$ cat src/rtl/wordle_letter_tx.sv
// Wordle letter-entry transmitter: cursor over a letter ring, commits letters over a valid/Ack handshake.
// Optional backspace token (8'h08 on BtnL) is built when WORDLE_TX_BACKSPACE_EN is defined.
module wordle_letter_tx #(
  parameter logic [7:0] FIRST_CHAR = 8'h41,
  parameter int         NUM_CHARS  = 26,
  parameter int         WORD_LEN   = 5
) (
  input  logic       Clk,
  input  logic       reset,
  input  logic       Start,
  input  logic       BtnU,
  input  logic       BtnD,
  input  logic       BtnC,
  input  logic       BtnL,
  input  logic       Ack,
  output logic [7:0] sel_letter,
  output logic [7:0] curr_letter,
  output logic       letter_valid,
  output logic [2:0] letter_count,
  output logic       word_done
);

  typedef enum logic [3:0] {
    QIDLE = 4'b0001,
    QSEL  = 4'b0010,
    QSEND = 4'b0100,
    QFULL = 4'b1000
  } state_t;

  localparam logic [7:0] LAST_CHAR  = FIRST_CHAR + 8'(NUM_CHARS - 1);
  localparam logic [2:0] WORD_LEN_C = 3'(WORD_LEN);
  localparam logic [7:0] BS_CHAR    = 8'h08;

  state_t     state_q;
  logic [7:0] sel_q;
  logic [7:0] curr_q;
  logic       valid_q;
  logic [2:0] cnt_q;
  logic       done_q;
  logic       bs_q;
  logic [7:0] sel_step_d;
  logic [2:0] cnt_inc_d;

  // Cursor moves one step around the ring; simultaneous up/down cancel out.
  function automatic logic [7:0] cursor_step(input logic [7:0] cur, input logic up, input logic dn);
    logic [7:0] nxt;
    nxt = cur;
    if (up && !dn) begin
      nxt = (cur == LAST_CHAR) ? FIRST_CHAR : cur + 8'd1;
    end else if (dn && !up) begin
      nxt = (cur == FIRST_CHAR) ? LAST_CHAR : cur - 8'd1;
    end
    return nxt;
  endfunction

  assign sel_step_d = cursor_step(sel_q, BtnU, BtnD);
  assign cnt_inc_d  = cnt_q + 3'd1;

`ifndef WORDLE_TX_BACKSPACE_EN
  logic unused_btnl;
  assign unused_btnl = BtnL;
`endif

  always_ff @(posedge Clk or posedge reset) begin
    if (reset) begin
      state_q <= QIDLE;
      sel_q   <= FIRST_CHAR;
      curr_q  <= 8'h00;
      valid_q <= 1'b0;
      cnt_q   <= 3'd0;
      done_q  <= 1'b0;
      bs_q    <= 1'b0;
    end else if (Start) begin
      // A new guess discards any pending token and the partial word.
      state_q <= QSEL;
      sel_q   <= FIRST_CHAR;
      valid_q <= 1'b0;
      cnt_q   <= 3'd0;
      done_q  <= 1'b0;
      bs_q    <= 1'b0;
    end else begin
      case (state_q)
        QIDLE: begin
          state_q <= QIDLE;
        end
        QSEL: begin
          if (BtnC) begin
            curr_q  <= sel_q;
            valid_q <= 1'b1;
            bs_q    <= 1'b0;
            state_q <= QSEND;
          end
`ifdef WORDLE_TX_BACKSPACE_EN
          else if (BtnL && (cnt_q != 3'd0)) begin
            curr_q  <= BS_CHAR;
            valid_q <= 1'b1;
            bs_q    <= 1'b1;
            state_q <= QSEND;
          end
`endif
          else begin
            sel_q <= sel_step_d;
          end
        end
        QSEND: begin
          if (valid_q && Ack) begin
            valid_q <= 1'b0;
            sel_q   <= FIRST_CHAR;
            if (bs_q) begin
              cnt_q   <= cnt_q - 3'd1;
              bs_q    <= 1'b0;
              state_q <= QSEL;
            end else if (cnt_inc_d == WORD_LEN_C) begin
              cnt_q   <= cnt_inc_d;
              done_q  <= 1'b1;
              state_q <= QFULL;
            end else begin
              cnt_q   <= cnt_inc_d;
              state_q <= QSEL;
            end
          end
        end
        QFULL: begin
          done_q <= 1'b1;
        end
        default: begin
          state_q <= QIDLE;
          valid_q <= 1'b0;
        end
      endcase
    end
  end

  assign sel_letter   = sel_q;
  assign curr_letter  = curr_q;
  assign letter_valid = valid_q;
  assign letter_count = cnt_q;
  assign word_done    = done_q;

`ifndef SYNTHESIS
  always @(posedge Clk) begin
    if (!reset) begin
      assert (cnt_q <= WORD_LEN_C);
      assert (valid_q == (state_q == QSEND));
      assert ((sel_q >= FIRST_CHAR) && (sel_q <= LAST_CHAR));
    end
  end
`endif

endmodule

$ cat config.mk
export PLATFORM = sky130hd
export DESIGN_NAME = wordle_letter_tx
export DESIGN_NICKNAME = d
export VERILOG_FILES = /design/src/rtl/wordle_letter_tx.sv
export SDC_FILE = /design/constraint.sdc
export NUM_CORES = 1
export LEC_CHECK = 0
export BUFFER_PORTS_ARGS = -buffer_cell sky130_fd_sc_hd__buf_2
export CAP_MARGIN = 20
export CORE_MARGIN = 10
export CORE_UTILIZATION = 50
export DETAILED_ROUTE_END_ITERATION = 10
export PLACE_DENSITY = 0.76
export SYNTH_ARGS = -nofsm -noshare
export SYNTH_HDL_FRONTEND = slang
export SYNTH_SLANG_ARGS = --single-unit
$ cat constraint.sdc
create_clock -name Clk -period 4.35 [get_ports Clk]
set_input_delay 1.305 -clock Clk [delete_from_list [all_inputs] [get_ports Clk]]
set_output_delay 1.305 -clock Clk [all_outputs]
set_load 0.005 [all_outputs]
==> results_dict.tcl <==
set metrics [dict create \
    gp_congestion 0.853 \
    p_leak_uw 0.000795 \
    drc 0 \
    yosys-top-cells-count "dfrtp_1 (22), nor2_1 (21), nand2_1 (14)" \
    r2r_start "state_q[0]" \
    synth_nets 182 \
    fmax_ghz 0.385 \
    netlist.area_leader.share 0.353 \
    power_frac_seq 0.502 \
    max_slew_margin 0.370 \
    ys_async_sr_fraction 1.00 \
    cp-end-kind "flop" \
    cts_resized 0 \
    required_ns 4.58 \
    drt_iter0_drc 106 \
    synth_edf_count 0 \
    io_buffers 27 \
    intPower_uw 422 \
    syn_inst 168 \
    crit_start "BtnC" \
    path_class "input port to flop" \
    setup-tns-final_ns 0 \
    power.density_nw_per_um2 400 \
    num-fill-cells 286 \
    drv_slew 0 \
    drive_above_1_share 0.239 \
    first_pass_iters 4 \
    synth.most_common_cell "dfrtp_1" \
    start_kind "input port" \
    finalWirelength_um 3590 \
    clock-root-buffer "clkbuf_4" \
    rsz0062_at_grt "no" \
    postCtsSetupBuffers 0 \
    clock_skew_ns 0.0143 \
    crit_path_max_fanout 8 \
    cts_made_buffers 3 \
    ant_nets 0 \
    place_area_um2 1680 \
    seq_area_frac_synth 0.403 \
    cts_tree "done" \
    setup_violations 0 \
    fp.dieW_um 75.9 \
    initial_core_util 0.515 \
    syn2layout_area_growth_pct 9.86 \
    hold_viol_final 0 \
    worstMarginPinSlew_ns 0.943 \
    coreArea_um2 3030 \
    layout.nets 203 \
    arrival_ns 2.83 \
    clkTransAtPathRegs_ns 0.15 \
    via_per_inst 5.60 \
    grt-ovfl-total 0 \
    syn_area_um2 1560 \
    synth_warnings 0 \
    synth_area_leaders "dfrtp_1 (35%), dfstp_2 (5.1%), nor2_1 (5.1%), ha_1 (4.8%), mux2_2 (3.6%)" \
    place_ws_ns 1.44 \
    grt_first_pass_wirelength_um 5980 \
    globalRouteTotalUtil 0.131 \
    hp-start "curr_letter[2]" \
    clk_latency_ns 0.32 \
    htree_levels 1 \
    finalInstanceArea_um2 1710 \
    p_clk_frac 0.155 \
    post-route-period-util 0.598 \
    wl_per_cell_um 15.5 \
    drv_cap 0 \
    peakVddDrop_mv 0.225 \
    antenna_cells 0 \
    p_switching_uw 264 \
    grt_pass1_vias 1276 \
    synth-main-ff-cell "dfrtp_1" \
    die_y_um 75.9 \
    dpl.hpwl_um 2720 \
    vias 1299 \
    clock_path_buffers 2 \
    floorplan.die_area_um2 5750 \
    io_pins 29 \
    min_path_type "flop to flop" \
    clock_sinks 25 \
    outcome "complete, no violations" \
    synth_top_area_cell "dfrtp_1" \
    grt_max_degree 26 \
    period_minus_slack_ns 2.60 \
    grt_antenna_before_repair 0 \
    syn_avg_cell_area_um2 9.29 \
    synthDistinctLibCells 51 \
    swShare 0.385 \
    setup_slack_ns 1.75 \
    hold_buffers 0 \
    comb_power_share 0.343 \
    ys_ff_latch 25 \
    std_cell_rows 20 \
]
final cells by class:
cell class / count / area, um^2 / area share
Clock buffer: 3 / 22.5 / 0.0131
Clock inverter: 1 / 7.51 / 0.00438
Inverter: 8 / 30.0 / 0.0175
Multi-Input combinational cell: 124 / 835 / 0.487
Sequential cell: 25 / 629 / 0.367
Tap cell: 44 / 55.1 / 0.0321
Timing Repair Buffer: 27 / 135 / 0.0788
kinds of logic (layout without fill, tap and decap cells):
| kind of cell | Yosys count | in the layout | synth area share |
|---|---|---|---|
| and+or+nand+nor | 68 | 68 | 0.245 |
| AOI/OAI and AO/OA | 36 | 36 | 0.155 |
| adders and majority gates | 6 | 6 | 0.0481 |
| muxes | 6 | 6 | 0.0425 |
| buffers and inverters | 19 | 39 | 0.0617 |
| DFF | 25 | 25 | 0.403 |
| xor gates and xnor gates | 8 | 8 | 0.0449 |
per-stage QoR:
| stage | total power, uW | cells | hold WS, ns | utilization |
|---|---|---|---|---|
| 2_1_floorplan | 501 | 168 | 0.473 | - |
| 3_3_place_gp | 572 | 228 | 0.458 | 0.556 |
| 3_5_place_dp | 585 | 228 | 0.464 | 0.556 |
| 4_1_cts | 691 | 232 | 0.494 | 0.566 |
| 5_1_grt | 740 | 232 | 0.536 | 0.566 |
| 6_report | 685 | 232 | 0.489 | 0.566 |
layer usage:
layer | global-route usage | wire length (um) | vias up
met5 | 0 | 0 | -
met4 | 0.0268 | 47 | 0
met3 | 0.0313 | 271 | 7
met2 | 0.228 | 1780 | 48
met1 | 0.161 | 1490 | 610
li1 | - | - | 634
flip-flops by register name, indices dropped and copies added, names as in the netlist:
register      flops
curr_letter       8
sel_letter        8
state_q           4
letter_count      3
letter_valid      1
word_done         1
worst paths after layout:
check                             endpoint  slack [ns]  cells past startpoint
min reg2reg                 curr_letter[2]        0.49                      2
max reg2reg                  sel_letter[3]        2.15                      5
min                         curr_letter[2]        0.49                      2
min in group asynchronous    sel_letter[1]        1.17                      2
max                          sel_letter[5]        1.75                      6
max in group asynchronous  letter_count[1]        2.60                      2
power by group through the flow:
stage	registers, uW	clock network (uW)	logic, uW
after floorplan	316	0	184
after global placement	344	0	228
after detailed placement	349	0	236
after CTS	344	110	237
after global routing	355	119	267
final	344	107	235
worst max-delay path: stages:
cell,delay (ns)
buf_2,0.10
or3b_4,0.40
nor4_4,0.32
or3_1,0.33
o21ai_0,0.15
a32o_1,0.22
layout by cell type, fill, tap and decap left out, types with 2 or more instances in the layout:
master    count
a21o_1        2
a21oi_1       7
a31oi_1       3
and3_1        4
buf_2        27
clkbuf_4      3
dfrtp_1      22
dfstp_2       3
ha_1          6
inv_1         8
mux2_2        5
nand2_1      14
nand2b_1      3
nand3_1       8
nor2_1       21
nor3_1        3
nor4b_1       2
o21ai_0      10
xnor2_1       4
xor2_1        4
No activity file was read; power rests on OpenSTA's default activity.
